`config.mk`:
```
export PLATFORM = sky130hd
export DESIGN_NAME = bike_bram_seq_ctrl_flat
export DESIGN_NICKNAME = d
export VERILOG_FILES = /design/src/rtl/bike_bram_seq_ctrl_if.sv /design/src/rtl/bike_bram_seq_ctrl.sv /design/src/flat_wrapper.sv
export SDC_FILE = /design/constraint.sdc
export NUM_CORES = 1
export LEC_CHECK = 0
export CORE_UTILIZATION = 51
export DETAILED_ROUTE_END_ITERATION = 10
export PLACE_DENSITY = 0.81
export SLEW_MARGIN = 25
export SYNTH_ARGS = -nofsm -noshare
export SYNTH_HDL_FRONTEND = slang
export SYNTH_SLANG_ARGS = --single-unit
```
`constraint.sdc`:
```
create_clock -name clk -period 2.9 [get_ports clk]
set_clock_uncertainty 0.05 [all_clocks]
set_input_delay 0.58 -clock clk [delete_from_list [all_inputs] [get_ports clk]]
set_output_delay 0.58 -clock clk [all_outputs]
set_load 0.03 [all_outputs]
```
`src/rtl/bike_bram_seq_ctrl_if.sv`:
```
// Command and BRAM-port bundle for the BRAM sequencing controller.
// The master view belongs to the controller; the slave view belongs to the host and memory side.
interface bike_bram_seq_ctrl_if #(
  parameter int ADDR_W = 10,
  parameter int DATA_W = 32
);
  logic              start;
  logic              op;
  logic [ADDR_W-1:0] src;
  logic [ADDR_W-1:0] dst;
  logic [ADDR_W:0]   len;
  logic              abort;
  logic              busy;
  logic              done;
  logic              err;
  logic              ren_a;
  logic [ADDR_W-1:0] addr_a;
  logic [DATA_W-1:0] dout_a;
  logic              wen_a;
  logic              ren_b;
  logic              wen_b;
  logic [ADDR_W-1:0] addr_b;
  logic [DATA_W-1:0] din_b;

  modport master (
    input  start, op, src, dst, len, abort, dout_a,
    output busy, done, err, ren_a, addr_a, wen_a, ren_b, wen_b, addr_b, din_b
  );

  modport slave (
    output start, op, src, dst, len, abort, dout_a,
    input  busy, done, err, ren_a, addr_a, wen_a, ren_b, wen_b, addr_b, din_b
  );
endinterface

```
`src/rtl/bike_bram_seq_ctrl.sv`:
```
// BRAM region sequencer: CLEAR writes zeros to a region, COPY streams port A reads into port B writes.
// Forward-overlapping copies are rejected so a word is never read after it has been overwritten.
module bike_bram_seq_ctrl #(
  parameter int ADDR_W = 10,
  parameter int DATA_W = 32
) (
  input  logic                 clk,
  input  logic                 resetn,
  bike_bram_seq_ctrl_if.master bus
);

  localparam logic [1:0] S_IDLE  = 2'd0;
  localparam logic [1:0] S_RUN   = 2'd1;
  localparam logic [1:0] S_DRAIN = 2'd2;
  localparam logic [1:0] S_FIN   = 2'd3;

  localparam logic [ADDR_W-1:0] ZERO_A = {ADDR_W{1'b0}};
  localparam logic [ADDR_W:0]   ZERO_C = {(ADDR_W+1){1'b0}};
  localparam logic [ADDR_W:0]   ONE_C  = {{ADDR_W{1'b0}}, 1'b1};

  logic [1:0]        r_state, w_state;
  logic              r_op, w_op;
  logic [ADDR_W-1:0] r_src, w_src;
  logic [ADDR_W-1:0] r_dst, w_dst;
  logic [ADDR_W:0]   r_len, w_len;
  logic [ADDR_W:0]   r_rd_cnt, w_rd_cnt;
  logic [ADDR_W:0]   r_wr_cnt, w_wr_cnt;
  logic              r_ren_a, w_ren_a;
  logic [ADDR_W-1:0] r_addr_a, w_addr_a;
  logic              r_wen_b, w_wen_b;
  logic [ADDR_W-1:0] r_addr_b, w_addr_b;
  logic              r_busy, w_busy;
  logic              r_done, w_done;
  logic              r_err, w_err;
  logic [ADDR_W-1:0] w_diff;
  logic              w_overlap;

  // A destination 1..len-1 words ahead of the source would overwrite words not yet read.
  assign w_diff    = bus.dst - bus.src;
  assign w_overlap = (w_diff != ZERO_A) && ({1'b0, w_diff} < bus.len);

  // Next-state, command latch and next BRAM control values
  always_comb begin
    w_state  = r_state;
    w_op     = r_op;
    w_src    = r_src;
    w_dst    = r_dst;
    w_len    = r_len;
    w_rd_cnt = r_rd_cnt;
    w_wr_cnt = r_wr_cnt;
    w_ren_a  = 1'b0;
    w_addr_a = ZERO_A;
    w_wen_b  = 1'b0;
    w_addr_b = ZERO_A;
    w_done   = 1'b0;
    w_err    = 1'b0;
    case (r_state)
      S_IDLE: begin
        if (bus.start) begin
          w_op     = bus.op;
          w_src    = bus.src;
          w_dst    = bus.dst;
          w_len    = bus.len;
          w_rd_cnt = ZERO_C;
          w_wr_cnt = ZERO_C;
          if (bus.len == ZERO_C) begin
            w_state = S_FIN;
            w_done  = 1'b1;
          end else if (bus.op && w_overlap) begin
            w_err = 1'b1;
          end else begin
            w_state = S_RUN;
            if (bus.op) begin
              w_ren_a  = 1'b1;
              w_addr_a = bus.src;
              w_rd_cnt = ONE_C;
            end else begin
              w_wen_b  = 1'b1;
              w_addr_b = bus.dst;
              w_wr_cnt = ONE_C;
            end
          end
        end else begin
          w_state = S_IDLE;
        end
      end
      S_RUN: begin
        if (bus.abort) begin
          w_state = S_IDLE;
        end else if (r_op) begin
          // Each write consumes the word read in the previous cycle.
          if (r_ren_a) begin
            w_wen_b  = 1'b1;
            w_addr_b = r_dst + r_wr_cnt[ADDR_W-1:0];
            w_wr_cnt = r_wr_cnt + ONE_C;
          end else begin
            w_wr_cnt = r_wr_cnt;
          end
          if (r_rd_cnt < r_len) begin
            w_ren_a  = 1'b1;
            w_addr_a = r_src + r_rd_cnt[ADDR_W-1:0];
            w_rd_cnt = r_rd_cnt + ONE_C;
          end else begin
            w_state = S_DRAIN;
          end
        end else begin
          if (r_wr_cnt < r_len) begin
            w_wen_b  = 1'b1;
            w_addr_b = r_dst + r_wr_cnt[ADDR_W-1:0];
            w_wr_cnt = r_wr_cnt + ONE_C;
          end else begin
            w_state = S_FIN;
            w_done  = 1'b1;
          end
        end
      end
      S_DRAIN: begin
        if (bus.abort) begin
          w_state = S_IDLE;
        end else begin
          w_state = S_FIN;
          w_done  = 1'b1;
        end
      end
      S_FIN: begin
        w_state = S_IDLE;
      end
      default: begin
        w_state = S_IDLE;
      end
    endcase
    w_busy = (w_state == S_RUN) || (w_state == S_DRAIN);
  end

  // State, latched command and registered BRAM controls/status
  always_ff @(posedge clk or negedge resetn) begin
    if (!resetn) begin
      r_state  <= S_IDLE;
      r_op     <= 1'b0;
      r_src    <= ZERO_A;
      r_dst    <= ZERO_A;
      r_len    <= ZERO_C;
      r_rd_cnt <= ZERO_C;
      r_wr_cnt <= ZERO_C;
      r_ren_a  <= 1'b0;
      r_addr_a <= ZERO_A;
      r_wen_b  <= 1'b0;
      r_addr_b <= ZERO_A;
      r_busy   <= 1'b0;
      r_done   <= 1'b0;
      r_err    <= 1'b0;
    end else begin
      r_state  <= w_state;
      r_op     <= w_op;
      r_src    <= w_src;
      r_dst    <= w_dst;
      r_len    <= w_len;
      r_rd_cnt <= w_rd_cnt;
      r_wr_cnt <= w_wr_cnt;
      r_ren_a  <= w_ren_a;
      r_addr_a <= w_addr_a;
      r_wen_b  <= w_wen_b;
      r_addr_b <= w_addr_b;
      r_busy   <= w_busy;
      r_done   <= w_done;
      r_err    <= w_err;
    end
  end

  assign bus.busy   = r_busy;
  assign bus.done   = r_done;
  assign bus.err    = r_err;
  assign bus.ren_a  = r_ren_a;
  assign bus.addr_a = r_addr_a;
  assign bus.wen_a  = 1'b0;
  assign bus.ren_b  = r_wen_b;
  assign bus.wen_b  = r_wen_b;
  assign bus.addr_b = r_addr_b;
  // Read data passes straight through to the write port; CLEAR forces zeros.
  assign bus.din_b  = r_op ? bus.dout_a : {DATA_W{1'b0}};

endmodule
```
`src/flat_wrapper.sv`:
```
// flat-port wrapper written by rule: the top's interface ports become plain ports
module bike_bram_seq_ctrl_flat 
#(
  parameter int ADDR_W = 10,
  parameter int DATA_W = 32
)
  (clk, resetn, bus_start, bus_op, bus_src, bus_dst, bus_len, bus_abort, bus_dout_a, bus_busy, bus_done, bus_err, bus_ren_a, bus_addr_a, bus_wen_a, bus_ren_b, bus_wen_b, bus_addr_b, bus_din_b);
  bike_bram_seq_ctrl_if #(.ADDR_W(ADDR_W), .DATA_W(DATA_W)) bus_i ();
  input  logic clk;
  input  logic resetn;
  input wire logic [$bits(bus_i.start)-1:0] bus_start;
  input wire logic [$bits(bus_i.op)-1:0] bus_op;
  input wire logic [$bits(bus_i.src)-1:0] bus_src;
  input wire logic [$bits(bus_i.dst)-1:0] bus_dst;
  input wire logic [$bits(bus_i.len)-1:0] bus_len;
  input wire logic [$bits(bus_i.abort)-1:0] bus_abort;
  input wire logic [$bits(bus_i.dout_a)-1:0] bus_dout_a;
  output wire logic [$bits(bus_i.busy)-1:0] bus_busy;
  output wire logic [$bits(bus_i.done)-1:0] bus_done;
  output wire logic [$bits(bus_i.err)-1:0] bus_err;
  output wire logic [$bits(bus_i.ren_a)-1:0] bus_ren_a;
  output wire logic [$bits(bus_i.addr_a)-1:0] bus_addr_a;
  output wire logic [$bits(bus_i.wen_a)-1:0] bus_wen_a;
  output wire logic [$bits(bus_i.ren_b)-1:0] bus_ren_b;
  output wire logic [$bits(bus_i.wen_b)-1:0] bus_wen_b;
  output wire logic [$bits(bus_i.addr_b)-1:0] bus_addr_b;
  output wire logic [$bits(bus_i.din_b)-1:0] bus_din_b;
  assign bus_i.start = bus_start;
  assign bus_i.op = bus_op;
  assign bus_i.src = bus_src;
  assign bus_i.dst = bus_dst;
  assign bus_i.len = bus_len;
  assign bus_i.abort = bus_abort;
  assign bus_i.dout_a = bus_dout_a;
  assign bus_busy = bus_i.busy;
  assign bus_done = bus_i.done;
  assign bus_err = bus_i.err;
  assign bus_ren_a = bus_i.ren_a;
  assign bus_addr_a = bus_i.addr_a;
  assign bus_wen_a = bus_i.wen_a;
  assign bus_ren_b = bus_i.ren_b;
  assign bus_wen_b = bus_i.wen_b;
  assign bus_addr_b = bus_i.addr_b;
  assign bus_din_b = bus_i.din_b;
  bike_bram_seq_ctrl #(.ADDR_W(ADDR_W), .DATA_W(DATA_W)) u_core (.clk(clk), .resetn(resetn), .bus(bus_i));
endmodule
```
==> flow_metrics.tcl <==
set metrics [dict create \
    status "finished, violations left" \
    violations "negative setup slack" \
    slew_headroom 0.5694 \
    hold_path_class "primary input to async pin" \
    drt_iter0_drc 745 \
    fin_crit_ns 3.291 \
    portBuffers 125 \
    n_fill_cell 619 \
    final_nets 959 \
    layout-drive-gt1-share 0.2287 \
    die_x_um 105.9 \
    cts_sinks 81 \
    track_usage 0.3460 \
    initial_core_util 0.5286 \
    synth-edff-count 0 \
    syn_area_um2 5507 \
    fp-row-count 37 \
    power_density_nw_per_um2 586.7 \
    async_flop_share 1.000 \
    htree_levels 3 \
    synthDistinctLibCells 59 \
    antenna_found_initial 0 \
    place_congestion 0.8938 \
    cts_tree "done" \
    clock_latency_ns 0.37 \
    synth_ff_type "dfrtp_1" \
    drt-total-wl_mm 20.61 \
    grt_pass1_vias 6050 \
    clock-root-buffer "clkbuf_8" \
    fp.dieH_um 105.9 \
    fin_area_um2 8290 \
    peakVddDrop_mv 0.4939 \
    num_antenna_cells 0 \
    cts_max_path_buffers 2 \
    maxCapViolCount 0 \
    ff2ff_setup_slack_ns 0.08 \
    grt-ovfl-total 0 \
    crit_path_end_kind "flop" \
    num_vias 6003 \
    viasPerCell 6.182 \
    busiest_layer "met2" \
    cts.reportedPaths.clkPinSlew_ns 0.08 \
    syn_inst 616 \
    synth_fp_nets 745 \
    path_max_fanout 6 \
    met1_usage 0.4054 \
    drcViolationCount 0 \
    dieArea_um2 11220 \
    final-setup-viol-count 15 \
    yosysWarningCount 0 \
    rsz0062_at_grt "yes" \
    startpoint_type "primary input" \
    p_leak_uw 0.003888 \
    layout_common_cells "106 x clkdlybuf4s50_1, 92 x buf_4, 84 x nand2_1" \
    synth-seq-cells 81 \
    hold_violations 0 \
    use_met3 0.07051 \
    cp.arrival_ns 3.47 \
    required_ns 3.08 \
    drtPass1Iterations 6 \
    tightestPinTransition_ns 0.6444 \
    syn_area_per_cell_um2 8.939 \
    timing.final.ws_setup_ns -0.3907 \
    grt_max_degree 57 \
    crit_type "primary input to flop" \
    routedWlPerCell_um 21.23 \
    finalCritPeriodShare 1.135 \
    finalSetupTns_ns -5.465 \
    grt_pass1_wl_mm 30.07 \
    grt_use_met2 0.6102 \
    drv_slew 0 \
    place_area_um2 7422 \
    postRouteAntennaNets 0 \
    num_io_pins 127 \
    cts_buffers 9 \
    area_delta_synth_final_pct 50.56 \
    layout_commonest_cell "clkdlybuf4s50_1" \
    coreArea_um2 10420 \
    place_hpwl_mm 12.60 \
    seq_area_frac_synth 0.3681 \
    clock.fmax_mhz 303.9 \
    fin_util 0.7959 \
]
[worst max-delay path, cell delays in order]
cell	delay (ns)
buf_8	0.10
inv_4	0.05
ha_4	0.18
nor2b_4	0.12
o31a_1	0.31
o41ai_2	0.27
xor2_1	0.25
inv_1	0.09
ha_1	0.30
and4b_1	0.26
nand2_2	0.11
o21ai_2	0.06
a31oi_2	0.23
o21a_2	0.28
clkbuf_16	0.18
o32ai_4	0.09
[area by class of cell]
| cell class | count | area [µm²] | share of cell area |
|---|---|---|---|
| flip-flops and latches | 81 | 2028 | 0.2446 |
| multi-input cells | 476 | 3662 | 0.4417 |
| clock inverters | 2 | 35.03 | 0.004226 |
| well taps | 136 | 170.2 | 0.02053 |
| clock buffers | 14 | 172.7 | 0.02083 |
| inverters | 38 | 162.7 | 0.01962 |
| repair buffers | 224 | 2059 | 0.2484 |
[synth_stat cells, types with 4 or more instances]
cell | number | area share
ha_1 | 58 | 0.13
nand2b_1 | 7 | 0.0080
a21o_1 | 18 | 0.025
nand2_1 | 85 | 0.058
o21ai_0 | 48 | 0.044
nor3_1 | 11 | 0.010
clkbuf_1 | 15 | 0.010
nand3_1 | 8 | 0.0073
a31oi_1 | 4 | 0.0045
a22o_1 | 9 | 0.014
nand4_1 | 6 | 0.0068
and2_1 | 36 | 0.041
nor2_1 | 27 | 0.018
inv_1 | 38 | 0.026
nor2b_1 | 8 | 0.0091
or4_1 | 5 | 0.0068
o31ai_1 | 4 | 0.0055
o21a_1 | 7 | 0.0095
xnor2_1 | 12 | 0.019
o2111ai_1 | 5 | 0.0080
a21oi_1 | 35 | 0.032
dfrtp_1 | 81 | 0.37
o32ai_1 | 9 | 0.014
or3_1 | 5 | 0.0057
xor2_1 | 15 | 0.024
o31a_1 | 4 | 0.0064
[metrics by stage]
step / power, µW / hold slack, ns / worst slack, ns / std cells
after global routing: 5087 / 0.1415 / -0.4547 / 971
after CTS: 4604 / 0.1239 / -0.2070 / 966
after global placement: 3490 / 0.4119 / -1.005 / 920
after floorplan: 2770 / 0.2344 / -0.2964 / 616
after detailed placement: 3591 / 0.4250 / -1.151 / 920
final: 4864 / 0.1123 / -0.3907 / 971
[report_power, final]
group          switching [µW]  internal (µW)
logic                    1350           1060
clock network             420            469
registers                 223           1350
total                    1990           2870
[final timing paths]
| path | startpoint | to | cells after the start |
|---|---|---|---|
| min in group clk | u_core.r_dst[4]$_DFFE_PN0P_ | u_core.r_dst[4]$_DFFE_PN0P_ | 2 |
| hold reg to reg | u_core.r_dst[4]$_DFFE_PN0P_ | u_core.r_dst[4]$_DFFE_PN0P_ | 2 |
| setup reg to reg | u_core.r_rd_cnt[2]$_DFFE_PN0P_ | u_core.r_rd_cnt[10]$_DFFE_PN0P_ | 9 |
| setup / recovery | bus_src[1] | u_core.bus.addr_a[5]$_DFF_PN0_ | 16 |
| hold / removal | resetn | u_core.r_rd_cnt[5]$_DFFE_PN0P_ | 1 |
| max in group asynchronous | resetn | u_core.bus.ren_b$_DFF_PN0_ | 2 |
[state kept, by name, indices dropped and copies added, names as in the netlist, 2 cells and up]
register           cells
u_core.bus.addr_b     10
u_core.r_src          10
u_core.r_state         2
u_core.r_rd_cnt       11
u_core.r_len          11
u_core.bus.addr_a     10
u_core.r_dst          10
u_core.r_wr_cnt       11
[layer usage]
metal  part of all wire  vias up  wire, µm
li1                   -     2613         -
met1               0.37     2877      7593
met2               0.50      380     10330
met3              0.068      133      1410
met4              0.062        0      1277
met5                  0        -         0
[logic make-up after synthesis]
kind of cell	Yosys count	synth area share
AOI/OAI and AO/OA	167	0.2009
buffers and inverters	59	0.04181
adders and majority gates	61	0.1427
DFF	81	0.3681
and+or+nand+nor	219	0.2011
xor gates and xnor gates	27	0.04295
other	1	0.0006810
muxes	1	0.001818
[what timing repair did]
action                                  in CTS  in global routing
buffers inserted                            29                  5
pin swaps                                   31                 30
hold buffers                                 0                  0
resized for setup                           91                 46
endpoints found under the setup margin      15                 51
gates cloned                                 1                  0
(Power assumes the default switching activity.)
